===== config.mk =====
export PLATFORM = sky130hd
export DESIGN_NAME = gt_arbiter
export DESIGN_NICKNAME = d
export VERILOG_FILES = /design/src/rtl/gt_arbiter_pkg.sv /design/src/rtl/gt_arbiter_rr_pick.sv /design/src/rtl/gt_arbiter.sv
export SDC_FILE = /design/constraint.sdc
export NUM_CORES = 1
export LEC_CHECK = 0
export CAP_MARGIN = 20
export CELL_PAD_IN_SITES_DETAIL_PLACEMENT = 1
export CELL_PAD_IN_SITES_GLOBAL_PLACEMENT = 1
export CORE_AREA = 3 3 129 131
export DETAILED_ROUTE_END_ITERATION = 12
export DIE_AREA = 0 0 132 134
export GPL_TIMING_DRIVEN = 1
export PLACE_DENSITY_LB_ADDON = 0.1
export SLEW_MARGIN = 20
export SYNTH_ARGS = -nofsm -noshare
export SYNTH_HDL_FRONTEND = slang
export SYNTH_SLANG_ARGS = --single-unit
export TNS_END_PERCENT = 10

===== constraint.sdc =====
create_clock -name clk -period 4.5 [get_ports clk]
set_input_delay 0.675 -clock clk [delete_from_list [all_inputs] [get_ports clk]]
set_output_delay 0.675 -clock clk [all_outputs]
set_load 0.005 [all_outputs]

===== src/rtl/gt_arbiter_pkg.sv =====
// Shared helpers for the gt_arbiter slice: index-width sizing.
package gt_arbiter_pkg;

  // Width of a requester index; never narrower than one bit.
  function automatic int id_width(input int n);
    return (n > 1) ? $clog2(n) : 1;
  endfunction

endpackage


===== src/rtl/gt_arbiter_rr_pick.sv =====
// Round-robin picker: first valid requester at or after ptr, wrapping.
module gt_arbiter_rr_pick
  import gt_arbiter_pkg::*;
#(
  parameter int N_REQ = 4,
  parameter int ID_W  = id_width(N_REQ)
) (
  input  logic [N_REQ-1:0] valid,
  input  logic [ID_W-1:0]  ptr,
  output logic [N_REQ-1:0] grant,
  output logic [ID_W-1:0]  idx,
  output logic             any
);

  // Scan N_REQ positions starting at ptr; the first valid one wins.
  always_comb begin
    int j;
    grant = '0;
    idx   = '0;
    any   = 1'b0;
    j     = 0;
    for (int k = 0; k < N_REQ; k++) begin
      j = int'(ptr) + k;
      if (j >= N_REQ) j = j - N_REQ;
      if (!any && valid[j]) begin
        any      = 1'b1;
        idx      = j[ID_W-1:0];
        grant[j] = 1'b1;
      end
    end
  end

endmodule


===== src/rtl/gt_arbiter.sv =====
// Shares one clocked greater-than unit between N_REQ requesters.
// One request is issued per cycle round-robin; its {valid, id} tag follows the
// gt unit's latency so the result is routed back to the issuer only.
module gt_arbiter
  import gt_arbiter_pkg::*;
#(
  parameter int N_REQ      = 4,
  parameter int WIDTH      = 32,
  parameter int GT_LATENCY = 1
) (
  input  logic                     clk,
  input  logic                     rst,
  input  logic [N_REQ-1:0]         req_valid,
  input  logic [N_REQ*WIDTH-1:0]   req_a,
  input  logic [N_REQ*WIDTH-1:0]   req_b,
  output logic [N_REQ-1:0]         req_ready,
  output logic [WIDTH-1:0]         gt_a,
  output logic [WIDTH-1:0]         gt_b,
  input  logic                     gt_z,
  output logic [N_REQ-1:0]         rsp_valid,
  output logic                     rsp_z
);

  localparam int ID_W = id_width(N_REQ);

  logic [N_REQ-1:0] pick_grant;
  logic [ID_W-1:0]  pick_idx;
  logic             pick_any;
  logic [ID_W-1:0]  ptr;
  logic             grant_vld;

  // Tag pipe: valid bits are control (reset), ids are data (not reset).
  logic [GT_LATENCY-1:0] tag_vld_p;
  logic [ID_W-1:0]       tag_id_p [GT_LATENCY];
  logic [N_REQ-1:0]      tail_onehot;

  gt_arbiter_rr_pick #(
    .N_REQ (N_REQ),
    .ID_W  (ID_W)
  ) u_pick (
    .valid (req_valid),
    .ptr   (ptr),
    .grant (pick_grant),
    .idx   (pick_idx),
    .any   (pick_any)
  );

  // No grant is offered while reset is asserted.
  assign grant_vld = pick_any & ~rst;
  assign req_ready = grant_vld ? pick_grant : '0;

  assign tail_onehot = {{(N_REQ-1){1'b0}}, 1'b1} << tag_id_p[GT_LATENCY-1];

  // Route the winner's operands to the gt unit; drive zeros when idle.
  always_comb begin
    gt_a = '0;
    gt_b = '0;
    if (grant_vld) begin
      gt_a = req_a[int'(pick_idx)*WIDTH +: WIDTH];
      gt_b = req_b[int'(pick_idx)*WIDTH +: WIDTH];
    end
  end

  // Control state: pointer, tag valid pipe and registered responses.
  always_ff @(posedge clk) begin
    if (rst) begin
      ptr       <= '0;
      tag_vld_p <= '0;
      rsp_valid <= '0;
      rsp_z     <= 1'b0;
    end else begin
      if (grant_vld) begin
        ptr <= (pick_idx == ID_W'(N_REQ-1)) ? '0 : pick_idx + 1'b1;
      end
      // stage 0: issue tag enters alongside operands sampled by the gt unit
      tag_vld_p[0] <= grant_vld;
      for (int i = 1; i < GT_LATENCY; i++) begin
        tag_vld_p[i] <= tag_vld_p[i-1];
      end
      // tail: gt_z is valid for the tagged request
      rsp_valid <= tag_vld_p[GT_LATENCY-1] ? tail_onehot : '0;
      rsp_z     <= tag_vld_p[GT_LATENCY-1] & gt_z;
    end
  end

  // Requester ids ride with the valid bits; they need no reset.
  always_ff @(posedge clk) begin
    tag_id_p[0] <= pick_idx;
    for (int i = 1; i < GT_LATENCY; i++) begin
      tag_id_p[i] <= tag_id_p[i-1];
    end
  end

endmodule

* Word-level counts from Yosys, hierarchy flattened
Memory sizes are Yosys's and may differ from the RTL's.
Index checks and enable logic that the tools add are counted.
** Word-level totals
- Bits of input ports :: 263
- RAM bits :: 2
- Output and inout port bits :: 73
- Register bits after elaboration :: 8
- Logic and storage cells :: 87
- Memories :: 1
** Cells by class
- Equal/unequal tests :: 1
- Muxes and demuxes :: 40
- Shift operators :: 3
- Reduce and logical (&&, ||, !) cells :: 11
- $add $sub $neg :: 8
- Magnitude comparators :: 12
- Bitwise operators :: 7
** Memory list
- tag_id_p :: words 1, bits a word 2, rd ports 1, clocked after memory_dff 0, write ports 1, RTL line gt_arbiter.sv:34 : logic [ID_W-1:0] tag_id_p [GT_LATENCY];
** Operator list (number)
- $shiftx A128 B8 Y32 :: 2
- $mux W32 :: 6
- $ge A32 B1 Y1 const B :: 4
- $lt A32 B4 Y1 const B :: 4
- $ge A32 B4 Y1 const B :: 3
- $sub A32 B4 Y32 const B :: 3
- $mux W4 :: 5
- $mux W1 :: 16
- $or A4 B4 Y4 :: 3
- $mux W2 :: 5
- $bmux W1 S2 :: 4
- $demux W1 S2 :: 4
- $logic_and A1 B1 Y1 :: 7
- $add A2 B2 Y3 const B :: 2
- $shl A1 B2 Y4 const A :: 1
- $sub A2 B3 Y4 const B :: 1
- $add A2 B1 Y3 const B :: 1
- $ge A2 B3 Y1 const B :: 1
- $logic_not A1 Y1 :: 3
- $add A2 B1 Y2 const B :: 1
- $and A1 B1 Y1 :: 2
- $eq A2 B2 Y1 const B :: 1
- $not A1 Y1 :: 2
- $reduce_or A2 Y1 :: 1

* Longest topological paths before layout
- Depth in word-level cells :: 17
- Mapped depth :: 12
- Gate-level depth less buffers :: 8

* By module
From an unflattened synthesis, not the netlist that was laid out.
** Second synthesis, totals
- Cells, all modules :: 297
- Area total of the unflattened synthesis :: 3056.7 um^2
** Modules (own cells, without submodules)
- gt_arbiter :: times used 1, area each 2596.2 um^2, cells an instance 249, seq. area each 200.2 um^2
- gt_arbiter_rr_pick :: times used 1, area each 460.4 um^2, cells an instance 48, seq. area each 0.0 um^2

* Least setup slack after synthesis
OpenSTA, ideal clock, no wires.
- Path type :: flip-flop to output port
- From :: register ptr[0]
- To :: output port gt_a[11]
- Required time :: 3.825 ns
- Path buffers :: 4
- Cell stages (with the launch flop) :: 13
- Arrival :: 2.619 ns
- Setup slack :: 1.206 ns
- Cell sequence :: dfxtp_1 > buf_2 > inv_2 > ha_1 > buf_6 > or3b_1 > a2111o_1 > nand3_2 > o21ai_2 > buf_6 > buf_6 > mux2i_1 > o22ai_1
** On the way
- Longest elaborated chain between the ends :: 17
- Elaborated cells on any way between the ends :: 44
- Those cells by class :: add/sub (7); order compare (4); shift (1); mux (25); bitwise (1); reduce/logical (6)
** RTL lines
- from (decl) :: RTL line gt_arbiter.sv:29 : logic [ID_W-1:0] ptr;
- from (signal assigned) :: RTL line gt_arbiter.sv:73 : ptr <= (pick_idx == ID_W'(N_REQ-1)) ? '0 : pick_idx + 1'b1;
- branches (longest 16 deep; another with $sub A32 B4 Y32)
- $mux W32 * :: RTL line gt_arbiter.sv:58 : if (grant_vld) begin
- to (decl) :: RTL line gt_arbiter.sv:17 : output logic [WIDTH-1:0] gt_a,
Every way passes the cells marked *. The select of a mux whose other input is x is not followed.

* Worst setup path in the final report
- From :: input port req_valid[0]
- To :: output port gt_a[7]
** On the way
- Longest elaborated chain between the ends :: 15
- Elaborated cells on any way between the ends :: 29
- Those cells by class :: shift (1); mux (21); bitwise (1); reduce/logical (6)
** RTL lines
- from (decl) :: RTL line gt_arbiter.sv:13 : input logic [N_REQ-1:0] req_valid,
- $bmux W1 S2 :: RTL line gt_arbiter_rr_pick.sv:25 : if (!any && valid[j]) begin
- $mux W1 (implied by the code) (2 in a row) :: RTL line gt_arbiter_rr_pick.sv:25
- $mux W1 :: RTL line gt_arbiter_rr_pick.sv:25
- $logic_not A1 Y1 :: RTL line gt_arbiter_rr_pick.sv:25
- $logic_and A1 B1 Y1 :: RTL line gt_arbiter_rr_pick.sv:25
- $mux W1 :: RTL line gt_arbiter_rr_pick.sv:25
- $logic_not A1 Y1 :: RTL line gt_arbiter_rr_pick.sv:25
- $logic_and A1 B1 Y1 :: RTL line gt_arbiter_rr_pick.sv:25
- $mux W1 :: RTL line gt_arbiter_rr_pick.sv:25
- $logic_not A1 Y1 :: RTL line gt_arbiter_rr_pick.sv:25
- $logic_and A1 B1 Y1 :: RTL line gt_arbiter_rr_pick.sv:25
- $mux W2 / $mux W1 (equally long branches) :: RTL line gt_arbiter_rr_pick.sv:25
- $shiftx A128 B8 Y32 / $and A1 B1 Y1 (equally long branches) :: RTL line gt_arbiter.sv:59, gt_arbiter.sv:49
- $mux W32 * :: RTL line gt_arbiter.sv:58
Every way passes the cells marked *; elsewhere a longest branch is shown, timed or not. The select of a mux whose other input is x is not followed.

==> metrics.cfg <==
[detailed_routing]
detailedRoute.firstIterationViolations=83
finalWirelength_um=17000
postRouteAntennaNets=0
via_per_inst=4.59
routed-via-count=3846
routed_wire_per_std_cell_um=20.3
post-route-drc-count=0
drt_pre_antenna_iters=4

[worst_setup_path]
timing.critical_path.arrival_ns=3.64
startpoint_type=input port
crit_path_max_incr_delay_ns=0.67
reg2reg_setup_slack_ns=2.12
path_class=input port to primary output
critical_path.reg2reg.startpoint=ptr[0]$_SDFFE_PP0P_
critPathMostFrequentCell=sky130_fd_sc_hd__clkdlybuf4s50_1
critPathCaptureType=primary output
cp_max_fo=52
cp_cell_sequence=clkdlybuf4s50_1 > or3b_1 > a2111o_1 > nand3_2 > o21ai_4 > buf_12 > mux2i_1 > o22ai_1 > clkdlybuf4s50_1
critical_path.startpoint=req_valid[0]
worst_r2r_path_depth=7
worst_path_max_delay_cell=sky130_fd_sc_hd__clkdlybuf4s50_1
crit_required_ns=3.83
worst_r2r_endpoint=ptr[1]$_SDFFE_PP0P_

[global_routing]
grt_pass1_vias=4286
global_route.usage.total_pct=17.9
grt_pass1_wl_um=25200
grt.overflow.total=0
number_of_antenna_violations_at_the_first_check_in_global_routing=0
pin_count_of_the_biggest_net_entering_global_routing=57

[status]
result_of_the_run=complete, no violations

[clocking]
clock_tree.buffer_depth=2
clk_transition_reported_paths_ns=0.04
cts_setup_buffers=0
insertion_delay_ns=0.23
clock_tree_from_tritoncts=built
cts_htree_levels=1
numCtsBuffers=3
cts-root-buf=sky130_fd_sc_hd__clkbuf_16
cts_sinks=10
postCtsResizedCells=0
post_cts_hold_buffer_count=0

[synthesis]
synthesis.nets=574
mappedNetlistArea_sq_um=2640
synth_cell_types=38
synth_seq_area_share_pct=7.59
post_synth.cell_area_avg_sq_um=8.59
synth_seq_cells=10
post_synth_inst_count=307
synth_warnings=0

[sta]
clock_skew_ns=0.00270
maxClockFrequency_mhz=232
timing.setup.tns_ns=0
timing.final.hold_violations=0
max_slew_margin_vs_limit_pct=62.7
worst_pin_slew_ns=0.560
setup_viol=0
timing_max_transition_violations_final=0
timing.final.crit_period_ns=4.32
grt_setup_unrepaired=no
min_setup_slack_post_route_ns=0.185
final.period_utilization_pct=95.9

[die]
dieHeight_um=134
die_extent_in_x_um=132
starting_utilization_of_the_core_area_pct=16.8
rows=46
core_area_sq_um=15700
dieArea_sq_um=17700
io-pin-count=336

[cells_and_area]
layout_common_cells=sky130_fd_sc_hd__clkdlybuf4s50_1 (335), sky130_fd_sc_hd__mux2i_1 (133), sky130_fd_sc_hd__o22ai_1 (65)
mostFrequentLayoutCell=sky130_fd_sc_hd__clkdlybuf4s50_1
finalInstanceArea_sq_um=6210
antennaDiodeCount=0
synthToLayoutAreaGrowth_pct=135
finish.net_count=891
post_route_cells_drive_above_1_share_pct=4.18

[min_path]
timing.hold.worst.start=tag_id_p[0][1]$_DFF_P_
timing.hold.worst.class=flop to flop
hold_path_depth=2
hold_path_end=rsp_valid[2]$_SDFF_PP0_

[pwr]
power.density_cell_area_nw_per_um2=454
cellLeakagePower_uw=0.00274
highest_ir_drop_seen_on_vdd_v=0.000362

[placed_design]
place_worst_setup_slack_ns=0.186
placed_area_sq_um=6140
dp_hpwl_um=14400
port-buffer-count=335
gp_weighted_congestion=0.877

[job]
drv_cap=0

==> final cells by class <==
type	instances	area, sq um
fill	1792	9500
timing repair buffer	345	3450
clock buffer	3	75.1
multi-input combinational	258	2190
inverter	6	22.5
tap	216	270
sequential	10	200
==> cell families after synthesis <==
| kind of cell | after synthesis | share of synthesized area, % |
|---|---|---|
| AOI/OAI and AO/OA | 81 | 20.3 |
| xor gates and xnor gates | 1 | 0.332 |
| adders and majority gates | 4 | 1.90 |
| buffers and inverters | 39 | 9.68 |
| DFF | 10 | 7.59 |
| muxes | 135 | 52.2 |
| and+or+nand+nor | 37 | 8.02 |
==> stage by stage <==
step                utilization [%]  total power, uW  hold slack, ns  std cells
floorplan                         -             1630           0.418        307
global placement               39.1             2660           0.437        835
detailed placement             39.1             2690           0.447        835
CTS                            39.5             2860           0.451        838
global route                   39.5             3030           0.463        838
finish                         39.5             2820           0.446        838
==> sequential cells by signal (all words and copies together) (netlist names) <==
register,cells
ptr,2
rsp_z,1
tag_id_p,2
rsp_valid,4
tag_vld_p,1
==> critical path, delay by kind of cell <==
family                 cells  cell delay, ns
buffers and inverters      3            1.55
AO/OA/AOI/OAI              3            0.69
AND/OR/NAND/NOR            2            0.31
multiplexers               1            0.37
==> Yosys cell counts (all sizes together) <==
| master | number | area share [%] |
|---|---|---|
| inv | 6 | 0.85 |
| nor3 | 1 | 0.19 |
| nor3b | 2 | 0.57 |
| a221oi | 4 | 1.3 |
| o21ai | 2 | 0.66 |
| o211ai | 1 | 0.28 |
| and3 | 1 | 0.24 |
| nor2b | 2 | 0.57 |
| and3b | 2 | 0.66 |
| mux2i | 133 | 50 |
| nand2b | 1 | 0.24 |
| buf | 27 | 8.0 |
| or3 | 1 | 0.24 |
| nor4 | 1 | 0.24 |
| nand2 | 6 | 1.0 |
| or3b | 1 | 0.33 |
| xor2 | 1 | 0.33 |
| ha | 4 | 1.9 |
| o31a | 1 | 0.33 |
| a21oi | 3 | 0.71 |
| and2 | 1 | 0.24 |
| o22ai | 65 | 15 |
| clkbuf | 6 | 0.85 |
| nand3 | 4 | 1.1 |
| nand3b | 1 | 0.28 |
| dfxtp | 10 | 7.6 |
| nor2 | 11 | 1.6 |
| a2111o | 1 | 0.43 |
| mux4 | 2 | 1.7 |
| a22oi | 4 | 1.1 |
| or2 | 1 | 0.24 |
| nand4 | 1 | 0.24 |
==> layer usage <==
layer / vias to the layer above / part of all wire [%] / GRT usage [%]
met5: - / 0 / 0
li1: 1841 / - / -
met2: 191 / 53 / 34.4
met1: 1799 / 38 / 19.8
met3: 15 / 7.9 / 5.55
met4: 0 / 1.5 / 2.63
==> worst max-delay path by stage <==
stage | cells after the start | endpoint | slack, ns
after floorplan | 12 | gt_a[11] | 1.21
after global placement | 9 | gt_b[12] | 0.22
final | 9 | gt_a[7] | 0.18
after CTS | 9 | gt_a[7] | 0.17
after detailed placement | 9 | gt_a[7] | 0.19
after global routing | 9 | gt_a[7] | 0.01
==> power by group <==
part,switching (uW),internal (uW)
logic,1150,1400
registers,11.7,112
clock network,38.2,115
(Power assumes the default switching activity.)
